<file path="src/rtl/reset_seq_pkg.sv">
// Shared types and default sizes for the reset sequence generator.
// The optional RESET_SEQ_ACK_EN build adds a dut_ready handshake.
package reset_seq_pkg;

  // Default width of the low/high phase length fields, in cycles.
  localparam int unsigned CNT_W_DEF = 8;
  // Default width of the pulse-count field.
  localparam int unsigned NUM_W_DEF = 4;

  // Sequencer states; WAIT_ACK is only reachable when RESET_SEQ_ACK_EN is defined.
  typedef enum logic [1:0] {
    IDLE     = 2'd0,
    ASSERT   = 2'd1,
    RELEASE  = 2'd2,
    WAIT_ACK = 2'd3
  } seq_state_e;

endpackage

</file>
<file path="src/rtl/reset_seq_cnt.sv">
// Loadable down-counter with terminal-count flag.
// The counter stops at zero; a load takes priority over a decrement.
module reset_seq_cnt
  import reset_seq_pkg::*;
#(
  parameter int unsigned CNT_W = CNT_W_DEF
) (
  input  logic             clk,
  input  logic             reset_l,
  input  logic             load_i,
  input  logic [CNT_W-1:0] load_val_i,
  input  logic             dec_i,
  output logic             tc_o
);

  logic [CNT_W-1:0] cnt_q;
  logic [CNT_W-1:0] cnt_d;

  // Next count: reload, decrement toward zero, or hold.
  always_comb begin
    cnt_d = cnt_q;
    if (load_i) begin
      cnt_d = load_val_i;
    end else if (dec_i && (cnt_q != {CNT_W{1'b0}})) begin
      cnt_d = cnt_q - {{(CNT_W-1){1'b0}}, 1'b1};
    end else begin
      cnt_d = cnt_q;
    end
  end

  // Count register, cleared by the block reset.
  always_ff @(posedge clk or negedge reset_l) begin
    if (!reset_l) begin
      cnt_q <= {CNT_W{1'b0}};
    end else begin
      cnt_q <= cnt_d;
    end
  end

  assign tc_o = (cnt_q == {CNT_W{1'b0}});

endmodule

</file>
<file path="src/rtl/reset_seq_gen.sv">
// Programmable active-low reset pulse-train generator with start/busy/done.
// Each pulse holds rst_out_l low for max(low_len,1) cycles, then high for
// max(high_len,1) cycles. Define RESET_SEQ_ACK_EN to add the dut_ready input
// and a WAIT_ACK state after every high phase.
module reset_seq_gen
  import reset_seq_pkg::*;
#(
  parameter int unsigned CNT_W = CNT_W_DEF,
  parameter int unsigned NUM_W = NUM_W_DEF
) (
  input  logic             clk,
  input  logic             reset_l,
  input  logic             start,
  input  logic [CNT_W-1:0] low_len,
  input  logic [CNT_W-1:0] high_len,
  input  logic [NUM_W-1:0] num_pulses,
`ifdef RESET_SEQ_ACK_EN
  input  logic             dut_ready,
`endif
  output logic             rst_out_l,
  output logic             busy,
  output logic             done,
  output logic [NUM_W-1:0] pulse_idx
);

  // Counter load value for a phase: zero-length phases last one cycle.
  function automatic logic [CNT_W-1:0] phase_load(input logic [CNT_W-1:0] len);
    if (len == {CNT_W{1'b0}}) begin
      return {CNT_W{1'b0}};
    end else begin
      return len - {{(CNT_W-1){1'b0}}, 1'b1};
    end
  endfunction

  seq_state_e       state_q;
  seq_state_e       state_d;
  logic [CNT_W-1:0] low_q;
  logic [CNT_W-1:0] low_d;
  logic [CNT_W-1:0] high_q;
  logic [CNT_W-1:0] high_d;
  logic [NUM_W-1:0] num_q;
  logic [NUM_W-1:0] num_d;
  logic [NUM_W-1:0] idx_q;
  logic [NUM_W-1:0] idx_d;
  logic             rst_out_q;
  logic             busy_q;
  logic             done_q;
  logic             done_d;

  logic             cnt_load_s;
  logic [CNT_W-1:0] cnt_val_s;
  logic             cnt_dec_s;
  logic             cnt_tc_s;
  logic             advance_s;
  logic             last_pulse_s;

  assign last_pulse_s = (idx_q == (num_q - {{(NUM_W-1){1'b0}}, 1'b1}));

  // Single phase counter, reloaded at every phase boundary.
  reset_seq_cnt #(
    .CNT_W (CNT_W)
  ) u_cnt (
    .clk        (clk),
    .reset_l    (reset_l),
    .load_i     (cnt_load_s),
    .load_val_i (cnt_val_s),
    .dec_i      (cnt_dec_s),
    .tc_o       (cnt_tc_s)
  );

  // Next-state, field capture and counter control for the pulse sequencer.
  always_comb begin
    state_d    = state_q;
    low_d      = low_q;
    high_d     = high_q;
    num_d      = num_q;
    idx_d      = idx_q;
    done_d     = 1'b0;
    cnt_load_s = 1'b0;
    cnt_val_s  = {CNT_W{1'b0}};
    cnt_dec_s  = 1'b0;
    advance_s  = 1'b0;

    case (state_q)
      IDLE: begin
        if (start) begin
          if (num_pulses != {NUM_W{1'b0}}) begin
            low_d      = low_len;
            high_d     = high_len;
            num_d      = num_pulses;
            idx_d      = {NUM_W{1'b0}};
            cnt_load_s = 1'b1;
            cnt_val_s  = phase_load(low_len);
            state_d    = ASSERT;
          end else begin
            // An empty request completes immediately without a pulse.
            done_d = 1'b1;
          end
        end else begin
          state_d = IDLE;
        end
      end

      ASSERT: begin
        if (cnt_tc_s) begin
          cnt_load_s = 1'b1;
          cnt_val_s  = phase_load(high_q);
          state_d    = RELEASE;
        end else begin
          cnt_dec_s = 1'b1;
        end
      end

      RELEASE: begin
        if (cnt_tc_s) begin
`ifdef RESET_SEQ_ACK_EN
          state_d = WAIT_ACK;
`else
          advance_s = 1'b1;
`endif
        end else begin
          cnt_dec_s = 1'b1;
        end
      end

      WAIT_ACK: begin
`ifdef RESET_SEQ_ACK_EN
        if (dut_ready) begin
          advance_s = 1'b1;
        end else begin
          state_d = WAIT_ACK;
        end
`else
        state_d = IDLE;
`endif
      end

      default: begin
        state_d = IDLE;
      end
    endcase

    // End of a high phase: next pulse, or finish the sequence.
    if (advance_s) begin
      if (last_pulse_s) begin
        state_d = IDLE;
        done_d  = 1'b1;
      end else begin
        idx_d      = idx_q + {{(NUM_W-1){1'b0}}, 1'b1};
        cnt_load_s = 1'b1;
        cnt_val_s  = phase_load(low_q);
        state_d    = ASSERT;
      end
    end else begin
      advance_s = 1'b0;
    end
  end

  // State, captured fields and pulse index registers.
  always_ff @(posedge clk or negedge reset_l) begin
    if (!reset_l) begin
      state_q <= IDLE;
      low_q   <= {CNT_W{1'b0}};
      high_q  <= {CNT_W{1'b0}};
      num_q   <= {NUM_W{1'b0}};
      idx_q   <= {NUM_W{1'b0}};
    end else begin
      state_q <= state_d;
      low_q   <= low_d;
      high_q  <= high_d;
      num_q   <= num_d;
      idx_q   <= idx_d;
    end
  end

  // Registered outputs decoded from the next state so they change cleanly on the edge.
  always_ff @(posedge clk or negedge reset_l) begin
    if (!reset_l) begin
      rst_out_q <= 1'b0;
      busy_q    <= 1'b0;
      done_q    <= 1'b0;
    end else begin
      rst_out_q <= (state_d != ASSERT);
      busy_q    <= (state_d != IDLE);
      done_q    <= done_d;
    end
  end

  assign rst_out_l = rst_out_q;
  assign busy      = busy_q;
  assign done      = done_q;
  assign pulse_idx = idx_q;

endmodule
</file>
<file path="config.mk">
export PLATFORM = sky130hd
export DESIGN_NAME = reset_seq_gen
export DESIGN_NICKNAME = d
export VERILOG_FILES = /design/src/rtl/reset_seq_pkg.sv /design/src/rtl/reset_seq_cnt.sv /design/src/rtl/reset_seq_gen.sv
export SDC_FILE = /design/constraint.sdc
export NUM_CORES = 1
export LEC_CHECK = 0
export BUFFER_PORTS_ARGS = -buffer_cell sky130_fd_sc_hd__buf_2
export CAP_MARGIN = 10
export CORE_MARGIN = 2
export CORE_UTILIZATION = 50
export CTS_CLUSTER_DIAMETER = 30
export CTS_CLUSTER_SIZE = 10
export DETAILED_ROUTE_END_ITERATION = 10
export GPL_TIMING_DRIVEN = 0
export HOLD_SLACK_MARGIN = 0.05
export PLACE_DENSITY = 0.74
export SETUP_SLACK_MARGIN = 0.2
export SYNTH_ARGS = -nofsm -noshare
export SYNTH_HDL_FRONTEND = slang
export SYNTH_SLANG_ARGS = --single-unit
</file>
<file path="constraint.sdc">
create_clock -name clk -period 2.4 [get_ports clk]
set_clock_uncertainty 0.05 [all_clocks]
set_input_delay 0.24 -clock clk [delete_from_list [all_inputs] [get_ports clk]]
set_output_delay 0.24 -clock clk [all_outputs]
set_load 0.01 [all_outputs]
</file>
==> results of run 1 <==
==> cell usage in the layout, fill, tap and decap left out, types with 2 or more instances in the layout <==
cell type / synthesis / routed
clkbuf_2: 0 / 2
or2_2: 2 / 2
nand2_1: 53 / 51
or4_4: 2 / 3
o32ai_2: 0 / 2
o32ai_1: 4 / 2
ha_1: 12 / 11
dfrtp_1: 37 / 37
a211oi_2: 0 / 2
or3_1: 7 / 7
o211ai_1: 7 / 7
clkbuf_8: 0 / 6
nor4_1: 4 / 3
nor4b_4: 0 / 2
clkbuf_1: 7 / 3
buf_4: 0 / 11
a21o_1: 2 / 2
mux2i_1: 5 / 5
nor3_1: 10 / 8
nand2b_1: 2 / 2
mux2_2: 2 / 2
a21oi_1: 10 / 9
a31oi_1: 4 / 4
nor3b_1: 2 / 2
nand2_2: 0 / 2
and2_1: 2 / 2
o21ai_0: 18 / 18
or4_1: 8 / 7
o31ai_1: 5 / 5
inv_1: 15 / 15
buf_2: 0 / 29
xor2_1: 8 / 8
nor2b_1: 2 / 2
nand3_1: 13 / 11
nor2_1: 11 / 11
xnor2_1: 9 / 9
==> through the flow <==
step	worst slack (ps)	setup TNS (ps)	utilization, %	power, mW	hold WS, ps
final	239	0	64.0	1.20	83.4
after floorplan	247	0	-	0.653	-106
after detailed placement	-240	-2960	56.9	0.693	345
after CTS	202	0	62.1	1.21	82.1
after global placement	-184	-1960	56.9	0.692	332
after global routing	171	0	64.0	1.25	82.2
==> report_power, final <==
group	internal, mW	switching, mW
Sequential	0.623	0
Combinational	0.0235	0.0366
Clock	0.302	0.217
Total	0.949	0.253
==> sequential cells by signal, summed over array words and instances, names as in the netlist, 2 cells and up <==
signal / count
low_q: 8
pulse_idx: 4
u_cnt.cnt_q: 8
high_q: 8
state_q: 2
num_q: 4
==> cell families after synthesis <==
family	count (synthesis)	synth area share, %
AND/OR/NAND/NOR	126	26.4
buffers and inverters	24	3.63
multiplexers	7	2.92
AO/OA/AOI/OAI	64	16.8
adder cells (fa/ha/maj)	12	6.05
flip-flops	37	37.3
XOR/XNOR	18	6.90
==> how the worst max path moves through the flow <==
| stage | startpoint | to | slack [ps] | depth (start not counted) |
|---|---|---|---|---|
| after global routing | u_cnt.cnt_q[0] | u_cnt.cnt_q[7] | 170 | 6 |
| final | low_q[1] | u_cnt.cnt_q[7] | 240 | 5 |
| after detailed placement | u_cnt.cnt_q[0] | u_cnt.cnt_q[0] | -240 | 9 |
| after CTS | state_q[1] | high_q[3] | 200 | 9 |
| after global placement | u_cnt.cnt_q[0] | u_cnt.cnt_q[0] | -180 | 9 |
| after floorplan | num_q[0] | u_cnt.cnt_q[4] | 250 | 9 |
==> synth_stat cells, drive strengths merged, types with 2 or more instances <==
cell type / count / area share, %
inv: 15 / 2.3
buf: 2 / 0.30
nor4b: 3 / 1.6
nor2: 11 / 1.7
o32ai: 4 / 1.4
or3: 7 / 1.8
clkbuf: 7 / 1.1
nand2b: 2 / 0.50
nand3: 13 / 2.6
and2: 2 / 0.50
o31ai: 5 / 1.5
a21o: 2 / 0.60
a21oi: 10 / 2.0
a211oi: 3 / 0.91
or4: 10 / 3.3
o21ai: 19 / 3.8
nor2b: 2 / 0.50
nor3: 10 / 2.0
nand2: 53 / 8.0
xor2: 8 / 2.8
or4b: 2 / 0.81
mux2i: 5 / 2.0
ha: 12 / 6.0
dfrtp: 37 / 37
xnor2: 9 / 3.2
o211ai: 7 / 2.1
or2: 2 / 0.50
a31oi: 4 / 1.0
nor3b: 2 / 0.60
nor4: 4 / 1.0
mux2: 2 / 0.91
==> worst reg2reg max path: cells and delay by family (launching register included) <==
| kind | cells | cell delay, ps |
|---|---|---|
| and+or+nand+nor | 3 | 1370 |
| DFF | 1 | 390 |
| xor gates and xnor gates | 1 | 150 |
| AOI/OAI and AO/OA | 1 | 130 |
==> area by class of cell <==
class / instances / area share [%]
plain buffers: 9 / 1.69
clock buffers: 5 / 2.26
clock inverters: 2 / 1.15
inverters: 15 / 1.85
multi-input cells: 227 / 52.5
flip-flops and latches: 37 / 30.4
well taps: 67 / 2.75
repair buffers: 39 / 7.40
==> routing by layer <==
layer	track usage (%)	up-vias
li1	-	1128
met2	39.6	66
met4	9.52	0
met1	29.0	1071
met5	0	-
met3	4.74	11
==> timing repair <==
action	in CTS	in global routing
gates cloned	0	0
endpoints found under the setup margin	26	21
resized for setup	17	17
hold buffers	1	0
pin swaps	2	3
setup buffers	8	2
endpoints found under the hold margin	37	0
==> flow_metrics.tcl, run 1 <==
set metrics [dict create \
    setup_violations 0 \
    avgSynthCellArea_um2 8.62 \
    timing.rr.start "low_q[1]" \
    cp_num_buf_inv 0 \
    leakagePower_nw 1.35 \
    cp_data_arrival_time_ps 2330 \
    path_class "flop to flop" \
    syn_inst 288 \
    async_reset_ff_share_pct 100 \
    r2r_slack_ps 240 \
    drv_slew 0 \
    final_nets 369 \
    worst_slew_pin_slew_ps 830 \
    r2r_cells 5 \
    synth_top_flop_cell "dfrtp_1" \
    cp.required_ps 2570 \
    routed_wl_um 6120 \
    clockBufferDepth 2 \
    min_path_cells 3 \
    endpoint_kind "flop" \
    cts_htree_levels 2 \
    drt.antenna.violating_nets 0 \
    gp_congestion 0.864 \
    post_drt_via_cell_ratio 5.68 \
    crit_slowest_cell "or4_4" \
    min_path_type "input port to flop" \
    peakVddDrop_v 0.000335 \
    vias 2276 \
    critical-path-max-stage-delay_ps 550 \
    wl_met2_um 2990 \
    antennaDiodeCount 0 \
    rows 25 \
    clk_pin_slew_ps 70 \
    timing.rr.end "u_cnt.cnt_q[7]" \
    drtPass1Iterations 4 \
    regArea_um2 926 \
    first_global_vias 2227 \
    gr-total-overflow 0 \
    finalCriticalPeriod_ps 2160 \
    io_pins 30 \
    drc 0 \
    port_buffers 28 \
    grt_max_degree 38 \
    clock_sinks 37 \
    min_from "high_len[5]" \
    tritoncts "built" \
    whs_endpoint "high_q[5]" \
    synth_warnings 0 \
    met1_length_um 2700 \
    synth_fp_nets 323 \
    drive_gt1_share_pct 23.7 \
    wire_per_inst_um 15.2 \
    fp.dieH_um 74.5 \
    status "finished clean" \
    design_area_um2 3040 \
    drt_iter0_markers 107 \
    routed-wl-met3_um 279 \
    cp_top_family "simple AND/OR/NAND/NOR gates" \
    max_cap_violations 0 \
    cts_buffers 5 \
    die_x_um 74.5 \
    synth_edf_count 0 \
    cp_common_cell "or4_4" \
    relSlewSlack_pct 44.6 \
    nFillCells 421 \
    grt_pass1_wl_um 9960 \
    hpwl_um 4400 \
    dieArea_um2 5550 \
    rsz0062_at_grt "true" \
    cp_max_fo 3 \
    cp-start-kind "flop" \
    placedCellCount 383 \
    multi_input_area_um2 1600 \
    ys_ff_latch 37 \
    fmax_ghz 0.463 \
    top_layer_used "met4" \
    syn_area_um2 2480 \
    clk_latency_ps 290 \
    hold_viol 0 \
    path_cells "or4_4 -> or4_4 -> xor2_1 -> or4_1 -> a31oi_1" \
    groute.usage.overall_pct 23.3 \
    min_period_over_period_pct 90.0 \
    antenna_found_initial 0 \
    place_area_um2 2710 \
    coreArea_um2 4750 \
    initial_utilization_pct 52.2 \
    synth_cell_types 48 \
    clockRootBuffer "clkbuf_8" \
    area_growth_pct 22.6 \
    finalNonFillerCells 401 \
    powerDensity_nw_per_um2 395 \
    synth-seq-area-share_pct 37.3 \
]
Note: power is estimated with default switching activity, not from simulation.
==> run 2: changes to the inputs <==
--- a/config.mk
+++ b/config.mk
@@ -7,7 +7,7 @@
 export LEC_CHECK = 0
 export BUFFER_PORTS_ARGS = -buffer_cell sky130_fd_sc_hd__buf_2
 export CAP_MARGIN = 10
-export CORE_MARGIN = 2
+export CORE_MARGIN = 5
 export CORE_UTILIZATION = 50
 export CTS_CLUSTER_DIAMETER = 30
 export CTS_CLUSTER_SIZE = 10
==> flow_metrics.tcl, run 2 (synthesis gave the netlist of run 1 again) <==
set metrics [dict create \
    leakagePower_nw 1.35 \
    routed_wl_um 6200 \
    tritoncts "built" \
    drtPass1Iterations 4 \
    wire_per_inst_um 15.4 \
    crit_slowest_cell "or4_4" \
    io_pins 30 \
    pre_cts_slack_ps -177 \
    clockRootBuffer "clkbuf_8" \
    gr-total-overflow 0 \
    rows 25 \
    cp.required_ps 2580 \
    final_nets 369 \
    coreArea_um2 4790 \
    powerDensity_nw_per_um2 407 \
    drive_gt1_share_pct 23.0 \
    clockBufferDepth 2 \
    final_common_cell "nand2_1" \
    status "finished clean" \
    path_cells "or4_4 -> or4_4 -> xor2_1 -> or4_1 -> a31oi_1" \
    final_cell_mix "nand2_1 (51), dfrtp_1 (37), buf_2 (29)" \
    critical-path-max-stage-delay_ps 550 \
    cp_max_fo 3 \
    drt.antenna.violating_nets 0 \
    relSlewSlack_pct 43.2 \
    top_regs "high_q (8), low_q (8), u_cnt.cnt_q (8)" \
    max_cap_violations 0 \
    antennaDiodeCount 0 \
    path_class "flop to flop" \
    rsz0062_at_grt "true" \
    fin_tns_setup_ps 0 \
    postLayoutSetupSlackWorst_ps 231 \
    grt_max_degree 38 \
    first_global_vias 2357 \
    cp-start-kind "flop" \
    grt_pass1_wl_um 10700 \
    total_power_mw 1.24 \
    groute.usage.overall_pct 21.1 \
    worst_slew_pin_slew_ps 853 \
    dieArea_um2 6480 \
    cts_htree_levels 2 \
    cp_common_cell "or4_4" \
    post_drt_via_cell_ratio 5.79 \
    clk_latency_ps 300 \
    peakVddDrop_v 0.000281 \
    drc 0 \
    clk_pin_slew_ps 80 \
    cp_data_arrival_time_ps 2340 \
    fmax_ghz 0.461 \
    fp.dieH_um 80.5 \
    cts_buffers 5 \
    area_growth_pct 22.2 \
    port_buffers 28 \
    vias 2328 \
    drt_iter0_markers 106 \
    antenna_found_initial 0 \
    initial_utilization_pct 51.9 \
    hpwl_um 4510 \
    min_period_over_period_pct 90.4 \
    die_x_um 80.5 \
    endpoint_kind "flop" \
    drv_slew 0 \
    min_path_type "input port to flop" \
    finalCriticalPeriod_ps 2170 \
    setup_violations 0 \
    gp_congestion 0.831 \
    hold_viol 0 \
    clock_sinks 37 \
]
-- run 2: cell count changes in the layout (fill, tap and decap cells not counted), sizes merged --
cell      change
clkinvlp      +1
-- run 2: path summary, 6_finish.rpt --
check | start | end | slack, ps | depth (start not counted)
worst max-delay path | low_q[1] | u_cnt.cnt_q[7] | 230 | 5
worst min-delay path | high_len[6] | high_q[6] | 80 | 3
worst max register to register | low_q[1] | u_cnt.cnt_q[7] | 230 | 5
worst min register to register | num_q[3] | num_q[3] | 490 | 1
max in group asynchronous | reset_l | low_q[7] | 1230 | 2
min in group asynchronous | reset_l | busy | 540 | 2
-- run 2: metal layers --
metal  up-vias  GRT usage [%]  wire length (µm)
li1       1134              -                 -
met5         -              0                 0
met4         0           8.28               148
met1      1131           26.3              2820
met2        52           35.8              2980
met3        11           4.15               248
-- run 2: layout make-up --
| class | instances | area (µm²) |
|---|---|---|
| Fill cell | 434 | 1750 |
| Sequential cell | 37 | 926 |
| Tap cell | 67 | 83.8 |
| Timing Repair Buffer | 39 | 225 |
| Clock buffer | 5 | 68.8 |
| Multi-Input combinational cell | 227 | 1580 |
| Buffer | 9 | 51.3 |
| Clock inverter | 3 | 46.3 |
| Inverter | 15 | 56.3 |
-- run 2: timing repair --
| item | CTS | global route |
|---|---|---|
| pin swaps | 3 | 2 |
| hold endpoints to repair | 37 | 0 |
| hold buffers | 1 | 0 |
| setup endpoints to repair | 23 | 22 |
| setup buffers | 6 | 4 |
| gates resized for setup | 15 | 16 |
-- run 2: report_power, final --
part           switching (mW)  total (mW)  leakage [nW]  internal (mW)
clock network           0.241       0.552        0.0543          0.311
logic                  0.0377      0.0614         0.871         0.0237
registers                   0       0.623         0.429          0.623
total                   0.278        1.24          1.35          0.957
-- run 2: worst max-delay path, delay by kind of cell, from the launching register on --
family	cells	cell delay, ps
and+or+nand+nor	3	1380
AOI/OAI and AO/OA	1	140
xor gates and xnor gates	1	150
DFF	1	380
-- run 2: metrics by stage --
stage	hold WS, ps	cell area [µm²]	util, %	cells
final	78.7	3030	63.4	402
after global routing	83.9	3030	63.4	402
after CTS	76.1	2940	61.4	398
after detailed placement	337	2710	56.6	383
after global placement	338	2710	56.6	383
after floorplan	-106	2480	-	288
